--- src/rtl/uart_rx_fifo.sv ---
// Receive byte FIFO between the loader's DATA/VALID strobe and the FROM_HOST MMIO read word.
// Optional high-water-mark output and RDATA field: define UART_RX_FIFO_HWM_EN.
module uart_rx_fifo #(
  parameter int unsigned DEPTH_LOG = 4
) (
  input  logic                 CLK,
  input  logic                 RST_X,
  input  logic [7:0]           RX_DATA,
  input  logic                 RX_VALID,
  input  logic                 POP,
  input  logic                 CLR,
  output logic [31:0]          RDATA,
  output logic                 EMPTY,
  output logic                 FULL,
  output logic [DEPTH_LOG:0]   COUNT,
  output logic                 OVERFLOW
`ifdef UART_RX_FIFO_HWM_EN
  ,output logic [DEPTH_LOG:0]  HWM
`endif
);

  localparam int unsigned DEPTH = 2 ** DEPTH_LOG;
  localparam int unsigned CW    = DEPTH_LOG + 1;

  logic [7:0]           mem [DEPTH];
  logic [DEPTH_LOG-1:0] rd_ptr, rd_ptr_nxt;
  logic [DEPTH_LOG-1:0] wr_ptr, wr_ptr_nxt;
  logic [CW-1:0]        count, count_nxt;
  logic                 empty, empty_nxt;
  logic                 full, full_nxt;
  logic                 ovf, ovf_nxt;
  logic [7:0]           head, head_nxt;
  logic                 do_push, do_pop;

  // Next-state: CLR wins; a pop frees a slot for a same-cycle push when full.
  always_comb begin
    do_pop     = POP && !empty;
    do_push    = RX_VALID && (!full || do_pop);
    rd_ptr_nxt = rd_ptr;
    wr_ptr_nxt = wr_ptr;
    count_nxt  = count;
    empty_nxt  = empty;
    full_nxt   = full;
    ovf_nxt    = ovf;
    head_nxt   = head;
    if (CLR) begin
      rd_ptr_nxt = '0;
      wr_ptr_nxt = '0;
      count_nxt  = '0;
      empty_nxt  = 1'b1;
      full_nxt   = 1'b0;
      ovf_nxt    = 1'b0;
      head_nxt   = 8'h00;
    end else begin
      if (do_pop)  rd_ptr_nxt = rd_ptr + DEPTH_LOG'(1);
      if (do_push) wr_ptr_nxt = wr_ptr + DEPTH_LOG'(1);
      count_nxt = count + CW'(do_push) - CW'(do_pop);
      empty_nxt = (count_nxt == '0);
      full_nxt  = (count_nxt == CW'(DEPTH));
      if (RX_VALID && !do_push) ovf_nxt = 1'b1;
      // Head is pre-fetched so RDATA comes straight from a flop; the incoming
      // byte bypasses storage when it lands in the head slot.
      if (empty_nxt)                           head_nxt = 8'h00;
      else if (do_push && wr_ptr == rd_ptr_nxt) head_nxt = RX_DATA;
      else                                     head_nxt = mem[rd_ptr_nxt];
    end
  end

  always_ff @(posedge CLK or negedge RST_X) begin
    if (!RST_X) begin
      rd_ptr <= '0;
      wr_ptr <= '0;
      count  <= '0;
      empty  <= 1'b1;
      full   <= 1'b0;
      ovf    <= 1'b0;
      head   <= 8'h00;
    end else begin
      rd_ptr <= rd_ptr_nxt;
      wr_ptr <= wr_ptr_nxt;
      count  <= count_nxt;
      empty  <= empty_nxt;
      full   <= full_nxt;
      ovf    <= ovf_nxt;
      head   <= head_nxt;
    end
  end

  // Storage is intentionally not reset.
  always_ff @(posedge CLK) begin
    if (do_push && !CLR) mem[wr_ptr] <= RX_DATA;
  end

  assign EMPTY    = empty;
  assign FULL     = full;
  assign COUNT    = count;
  assign OVERFLOW = ovf;

`ifdef UART_RX_FIFO_HWM_EN
  logic [CW-1:0] hwm;

  // Tracks peak occupancy one cycle behind COUNT.
  always_ff @(posedge CLK or negedge RST_X) begin
    if (!RST_X)           hwm <= '0;
    else if (CLR)         hwm <= '0;
    else if (count > hwm) hwm <= count;
  end

  assign HWM   = hwm;
  assign RDATA = {empty, {(23 - CW){1'b0}}, hwm, head};
`else
  assign RDATA = {empty, 23'h0, head};
`endif

endmodule

--- config.mk ---
export PLATFORM = sky130hd
export DESIGN_NAME = uart_rx_fifo
export DESIGN_NICKNAME = d
export VERILOG_FILES = /design/src/rtl/uart_rx_fifo.sv
export SDC_FILE = /design/constraint.sdc
export NUM_CORES = 1
export LEC_CHECK = 0
export CAP_MARGIN = 40
export CORE_MARGIN = 2
export CORE_UTILIZATION = 42
export CTS_BUF_LIST = sky130_fd_sc_hd__clkbuf_2
export DETAILED_ROUTE_END_ITERATION = 10
export PLACE_DENSITY = 0.69
export SLEW_MARGIN = 20
export SYNTH_ARGS = -nofsm -noshare
export SYNTH_HDL_FRONTEND = slang
export SYNTH_SLANG_ARGS = --single-unit
--- constraint.sdc ---
create_clock -name CLK -period 4.3 [get_ports CLK]
set_input_delay 0.86 -clock CLK [delete_from_list [all_inputs] [get_ports CLK]]
set_output_delay 0.86 -clock CLK [all_outputs]
set_load 0.03 [all_outputs]
==> impl_summary.log, run 1 <==
[metrics] pre-CTS setup slack: 0.122 ns
[metrics] area added between synthesis and finish: 11.7%
[metrics] Primary FF master, synth: edfxtp_1
[metrics] GRT Total Usage: 0.203
[metrics] Die Footprint: around 19000 um^2
[metrics] placer congestion estimate: approximately 0.82
[metrics] number of detailed-routing iterations run before antenna repair: 5
[metrics] Max-Cap Viols: 0
[metrics] global-route wire length before repair: between 20000 and 30000 um
[metrics] library cell contributing the largest single delay on the critical path: clkdlybuf4s50_1
[metrics] Starting Density: 0.429
[metrics] share of final-layout standard cells stronger than drive strength 1: 0.134
[metrics] clock latency reported for the late side of the worst-skew pair: roughly 0.72 ns
[metrics] H-tree depth reported by CTS: 4
[metrics] number of resized instances in the post-cts repair step: 0
[metrics] pin count of the biggest net entering global routing: 61
[metrics] Mapped Area: between 7000 and 8000 um^2
[metrics] setup repair bufs after CTS: 0
[metrics] highest-count cells in the layout ignoring fill and taps: 128 x edfxtp_1, 37 x nor2_1, 29 x clkdlybuf4s50_1, 29 x buf_4, 28 x nand2_1
[metrics] final design area excluding fillers: approximately 8300 um^2
[metrics] Port-buffer cells: 29
[metrics] via density per instance: roughly 6.1
[metrics] final count of hold timing violations: 0
[metrics] final routed wire length divided by cell count: around 21 um
[metrics] worst setup margin: around 0.82 ns
[metrics] maximum clock frequency: around 290 MHz
[metrics] TritonCTS clock tree: done
[metrics] asr flop ratio synth: 0.158
[metrics] clk buf depth: 2
[metrics] type of the setup path with the least slack: in2reg
[metrics] count of flip-flops with a built-in enable after synthesis: approximately 130
[metrics] number of synthesized register bits: ~150
[metrics] list of cells traversed by the critical path: clkdlybuf4s50_1, nand2b_1, nand2_1, and2_1, inv_1, ha_1, inv_1, ha_1, fa_1, a21o_1, a21oi_1, xnor2_1, a31oi_1, and2_1, o2bb2ai_1
[metrics] hold_buf cts: 0
[metrics] longest individual stage delay on the worst path: ~0.54 ns
[metrics] syn avg cell area: 12.9 um^2
[metrics] Site Rows: 48
[metrics] element type at the critical path end: flip-flop
[metrics] CTS Root Cell: clkbuf_2
[metrics] number of non-filler instances in the completed layout: 850
[metrics] Critical Path Source Type: primary input
[metrics] Pleak: around 3.0 nW
[metrics] endpoint arrival time on the critical path: between 4 and 5 ns
[metrics] synthesis warning total: 0
[metrics] clk sinks: ~150
[metrics] leading cell type in the layout, fill and taps excluded: edfxtp_1
[metrics] Die Span X: ~140 um
[metrics] area of the core region: 17300 um^2
[metrics] starting DRC count in detailed routing: around 420
[metrics] max-slew violation count: 0
[metrics] period utilization: 0.809
[metrics] gate count after technology mapping: 576
[metrics] worst slew margin relative to its limit: 0.428
[metrics] data required time at the worst endpoint: between 4 and 5 ns
[metrics] total negative setup slack: 0 ns
[metrics] distinct cell type count of the synthesized netlist: 68
[metrics] post-placement cell area: between 7000 and 8000 um^2
[metrics] die outline height: 137 um
[metrics] outcome: finished, final reports clean
[metrics] Final Setup Violations: 0
[metrics] clock input transition at the sequential cells of the worst setup and hold paths: 0.21 ns
[metrics] PD cells: 507 nW/um^2
[metrics] Post-Route Hold Slack: 0.493 ns
[metrics] ANT cells: 0
[metrics] Peak supply drop: 0.368 mV
[metrics] number of vias in the routed layout: around 5100
[metrics] total I/O pin count: 53
[metrics] gr ovfl total: 0
[metrics] residual antenna-violating net count after detailed routing: 0
[metrics] initial antenna violation count: 0
[metrics] cell count after placement: between 800 and 900
[metrics] RSZ-0062 raised after global routing: no
[metrics] Total Routed Length: 18200 um
[metrics] drc violations: 0
[metrics] final critical delay including setup and external delays: approximately 3.5 ns
[metrics] proportion of synthesized chip area in sequential cells: 0.599
[metrics] class of the tightest hold or removal check: in2async
[metrics] final layout net count: 636
[metrics] Post-DP HPWL: between 10000 and 15000 um
[metrics] number of buffers created by CTS: 17
[metrics] final setup skew: between 0.03 and 0.04 ns
[metrics] critical-path maximum fanout: 8
[metrics] Least-Margin Pin Slew: 0.847 ns
[metrics] vias in the first global route: 5002
-- flip-flops by register name, indices dropped and copies added (netlist names) --
name	flops
wr_ptr	4
FULL	1
COUNT	5
mem	128
rd_ptr	4
OVERFLOW	1
EMPTY	1
head	8
-- path summary, 6_finish.rpt --
path	from	end	slack, ns	depth (start not counted)
worst max register to register	EMPTY	head[7]	0.93	14
min in group CLK	OVERFLOW	OVERFLOW	0.56	2
worst min-delay path	RST_X	FULL	0.49	1
max in group asynchronous	RST_X	EMPTY	3.22	2
worst max-delay path	POP	head[7]	0.82	15
worst min register to register	OVERFLOW	OVERFLOW	0.56	2
-- cell type report --
cell class | instances | area [um^2]
Sequential cell | 152 | 4450
Clock buffer | 17 | 85.1
Fill cell | 1512 | 9010
Timing Repair Buffer | 60 | 538
Tap cell | 225 | 282
Clock inverter | 15 | 254
Inverter | 15 | 61.3
Multi-Input combinational cell | 366 | 2620
-- synthesized netlist by cell type (7+ instances only) --
cell	instances	share of area
a21oi_1	26	0.018
buf_2	17	0.011
buf_4	25	0.025
clkbuf_1	17	0.0086
dfrtp_1	23	0.078
edfxtp_1	128	0.52
ha_1	10	0.017
inv_1	13	0.0066
mux2i_1	14	0.019
nand2_1	28	0.014
nand2b_1	8	0.0067
nand3_1	13	0.0088
nor2_1	37	0.019
nor3_1	12	0.0081
o211a_1	21	0.028
o21ai_0	15	0.010
o311ai_0	9	0.011
o32a_1	7	0.0094
o32ai_1	17	0.020
xnor2_1	8	0.0094
xor2_1	7	0.0083
-- through the flow --
| step | power (W) | utilization |
|---|---|---|
| after floorplan | 0.00277 | - |
| after global placement | 0.00312 | 0.454 |
| after detailed placement | 0.00317 | 0.457 |
| after CTS | 0.00421 | 0.477 |
| after global routing | 0.00441 | 0.479 |
| final | 0.00421 | 0.479 |
-- power by group --
part,switching [W],internal (W)
Combinational,0.000858,0.000550
Clock,0.000499,0.000551
Sequential,0.0000658,0.00168
Total,0.00142,0.00278
-- layer usage --
metal | wire length, um | up-vias | GRT usage
met4 | 311 | 0 | 0.0664
met1 | 7480 | 2596 | 0.262
li1 | - | 2289 | -
met2 | 9110 | 232 | 0.341
met3 | 1270 | 32 | 0.0430
met5 | 0 | - | 0
-- cells by family (layout without fill, tap and decap cells) --
logic type,Yosys count,count (layout),share of synthesized area
buffers and inverters,80,107,0.0587
AND/OR/NAND/NOR,135,135,0.0917
XOR/XNOR,17,17,0.0246
multiplexers,24,24,0.0416
other,1,23,0.000505
flip-flops,152,152,0.599
adder cells (fa/ha/maj),11,11,0.0196
AO/OA/AOI/OAI,156,156,0.164
-- worst max-delay path, delay by kind of cell --
kind,cells,cell delay [ns]
adders and majority gates,3,0.92
AOI/OAI and AO/OA,4,0.91
and+or+nand+nor,4,0.67
buffers and inverters,3,0.65
xor gates and xnor gates,1,0.12
No activity file was read; power rests on OpenSTA's default activity.
==> inputs of run 2 (changes only) <==
--- a/config.mk
+++ b/config.mk
@@ -10,7 +10,7 @@
 export CORE_UTILIZATION = 42
 export CTS_BUF_LIST = sky130_fd_sc_hd__clkbuf_2
 export DETAILED_ROUTE_END_ITERATION = 10
-export PLACE_DENSITY = 0.69
+export PLACE_DENSITY = 0.72
 export SLEW_MARGIN = 20
 export SYNTH_ARGS = -nofsm -noshare
 export SYNTH_HDL_FRONTEND = slang
==> constraint.sdc (replaced) <==
create_clock -name CLK -period 3 [get_ports CLK]
set_input_delay 0.6 -clock CLK [delete_from_list [all_inputs] [get_ports CLK]]
set_output_delay 0.6 -clock CLK [all_outputs]
set_load 0.03 [all_outputs]
==> impl_summary.log, run 2 (synthesis results as in run 1) <==
[metrics] Peak supply drop: just over 0.5 mV
[metrics] Filler Cell Count: around 1500
[metrics] TritonCTS clock tree: done
[metrics] element type at the critical path end: flip-flop
[metrics] Crit. Startpoint: EMPTY
[metrics] final routed wire length divided by cell count: 21.2 um
[metrics] CTS Root Cell: clkbuf_2
[metrics] final critical delay including setup and external delays: between 2 and 3 ns
[metrics] clk buf depth: 2
[metrics] die outline height: around 140 um
[metrics] gr ovfl total: 0
[metrics] area of the core region: between 15000 and 20000 um^2
[metrics] number of buffers created by CTS: 17
[metrics] via density per instance: 6.05
[metrics] highest-count cells in the layout ignoring fill and taps: 128 x edfxtp_1, 62 x buf_4, 37 x nor2_1, 29 x clkdlybuf4s50_1, 28 x nand2_1
[metrics] period utilization: 0.972
[metrics] PD cells: around 700 nW/um^2
[metrics] total negative setup slack: 0 ns
[metrics] clk sinks: 152
[metrics] leading cell type in the layout, fill and taps excluded: edfxtp_1
[metrics] Post-DP HPWL: ~13000 um
[metrics] initial antenna violation count: 1
[metrics] share of final-layout standard cells stronger than drive strength 1: 0.205
[metrics] area added between synthesis and finish: 14.4%
[metrics] clock latency reported for the late side of the worst-skew pair: 0.73 ns
[metrics] reg2reg end: head[4]
[metrics] final setup skew: roughly 0.045 ns
[metrics] Starting Density: 0.429
[metrics] reg-to-reg critical path startpoint: EMPTY
[metrics] cell count after placement: 849
[metrics] total I/O pin count: 53
[metrics] placer congestion estimate: around 0.91
[metrics] final count of hold timing violations: 0
[metrics] Max-Cap Viols: 0
[metrics] Site Rows: 48
[metrics] H-tree depth reported by CTS: 4
[metrics] hold_buf cts: 0
[metrics] residual antenna-violating net count after detailed routing: 0
[metrics] Least-Margin Pin Slew: approximately 0.8 ns
[metrics] GRT Total Usage: 0.211
[metrics] drc violations: 0
[metrics] data required time at the worst endpoint: ~3.7 ns
[metrics] max reg flops: around 130
[metrics] Total Routed Length: approximately 19000 um
[metrics] Final Setup Violations: 0
[metrics] Die Span X: about 140 um
[metrics] crit path capture: head[4]
[metrics] count of cells along the worst register-to-register path: 13
[metrics] global-route wire length before repair: between 20000 and 30000 um
[metrics] Overall Power: 0.00589 W
[metrics] Die Footprint: between 15000 and 20000 um^2
[metrics] number of detailed-routing iterations run before antenna repair: 5
[metrics] class of the tightest hold or removal check: in2async
[metrics] Biggest register: mem
[metrics] Pleak: approximately 3 nW
[metrics] vias in the first global route: 5239
[metrics] number of non-filler instances in the completed layout: around 900
[metrics] type of the setup path with the least slack: reg2reg
[metrics] maximum clock frequency: approximately 340 MHz
[metrics] max-slew violation count: 0
[metrics] pin count of the biggest net entering global routing: roughly 50
[metrics] Worst R2R Setup Slack: roughly 0.085 ns
[metrics] Critical Path Source Type: flip-flop
[metrics] starting DRC count in detailed routing: roughly 570
[metrics] critical-path maximum fanout: 8
[metrics] final layout net count: between 600 and 700
[metrics] outcome: finished, final reports clean
[metrics] worst slew margin relative to its limit: 0.469
[metrics] number of vias in the routed layout: between 5000 and 6000
[metrics] clock input transition at the sequential cells of the worst setup and hold paths: ~0.24 ns
[metrics] Port-buffer cells: 29
[metrics] endpoint arrival time on the critical path: 3.56 ns
-- run 2: cell count changes in the layout (fill, tap and decap cells not counted), sizes merged --
cell | previous run | this run
buf | 31 | 64
bufinv | 7 | 0
clkinvlp | 0 | 4
clkbuf | 17 | 19
clkinv | 7 | 9
diode | 0 | 1
inv | 16 | 15
-- run 2: area by class of cell --
| type | instances | area [um^2] | area share |
|---|---|---|---|
| antenna | 1 | 2.50 | 0.000295 |
| clock buffer | 19 | 95.1 | 0.0112 |
| clock inverter | 13 | 83.8 | 0.00987 |
| inverter | 15 | 63.8 | 0.00752 |
| multi-input combinational | 366 | 2730 | 0.322 |
| sequential | 152 | 4450 | 0.524 |
| tap | 225 | 282 | 0.0332 |
| timing repair buffer | 93 | 787 | 0.0927 |
-- run 2: where the power goes --
part           internal (W)  total [W]  switching [W]
logic               0.00110    0.00246        0.00136
registers           0.00241    0.00251      0.0000926
clock network      0.000212   0.000929       0.000717
-- run 2: per-stage QoR --
step                instance area [um^2]  utilization  hold slack, ns  setup WS, ns
floorplan                           7570            -           0.304        -0.189
global placement                    8220        0.475           0.486        -0.526
detailed placement                  8220        0.475           0.495        -0.653
CTS                                 8410        0.486           0.134       0.00102
global route                        8490        0.491           0.150       -0.0142
finish                              8490        0.491           0.183        0.0852
-- run 2: metal layers --
metal | routed length (um) | track usage | vias up
met5 | 0 | 0 | -
met4 | 840 | 0.117 | 0
met1 | 7660 | 0.271 | 2648
met2 | 8930 | 0.334 | 276
li1 | - | - | 2356
met3 | 1340 | 0.0419 | 68
-- run 2: critical path, cell delays in order (launching register included) --
cell and delay (ns):
dfstp_2 0.59, nand2b_4 0.13, buf_4 0.15, inv_8 0.03
ha_4 0.25, inv_2 0.04, ha_4 0.15, fa_2 0.35
a21o_1 0.18, a21oi_2 0.18, xnor2_2 0.12, a31oi_4 0.28
and2_4 0.24, o2bb2ai_1 0.13
-- run 2: timing repair --
item	in CTS	in global routing
setup buffers	0	2
pin swaps	0	5
cloned	0	0
gates resized for setup	2	14
setup endpoints to repair	8	8
-- run 2: how the worst min path moves through the flow --
stage                to  slack [ns]  depth (start not counted)      from
2_1_floorplan  COUNT[0]        0.30                          0     RST_X
3_3_place_gp   OVERFLOW        0.49                          2  OVERFLOW
3_5_place_dp   OVERFLOW        0.50                          2  OVERFLOW
4_1_cts        COUNT[0]        0.13                          2     RST_X
5_1_grt        COUNT[4]        0.15                          2     RST_X
6_report           FULL        0.18                          2     RST_X
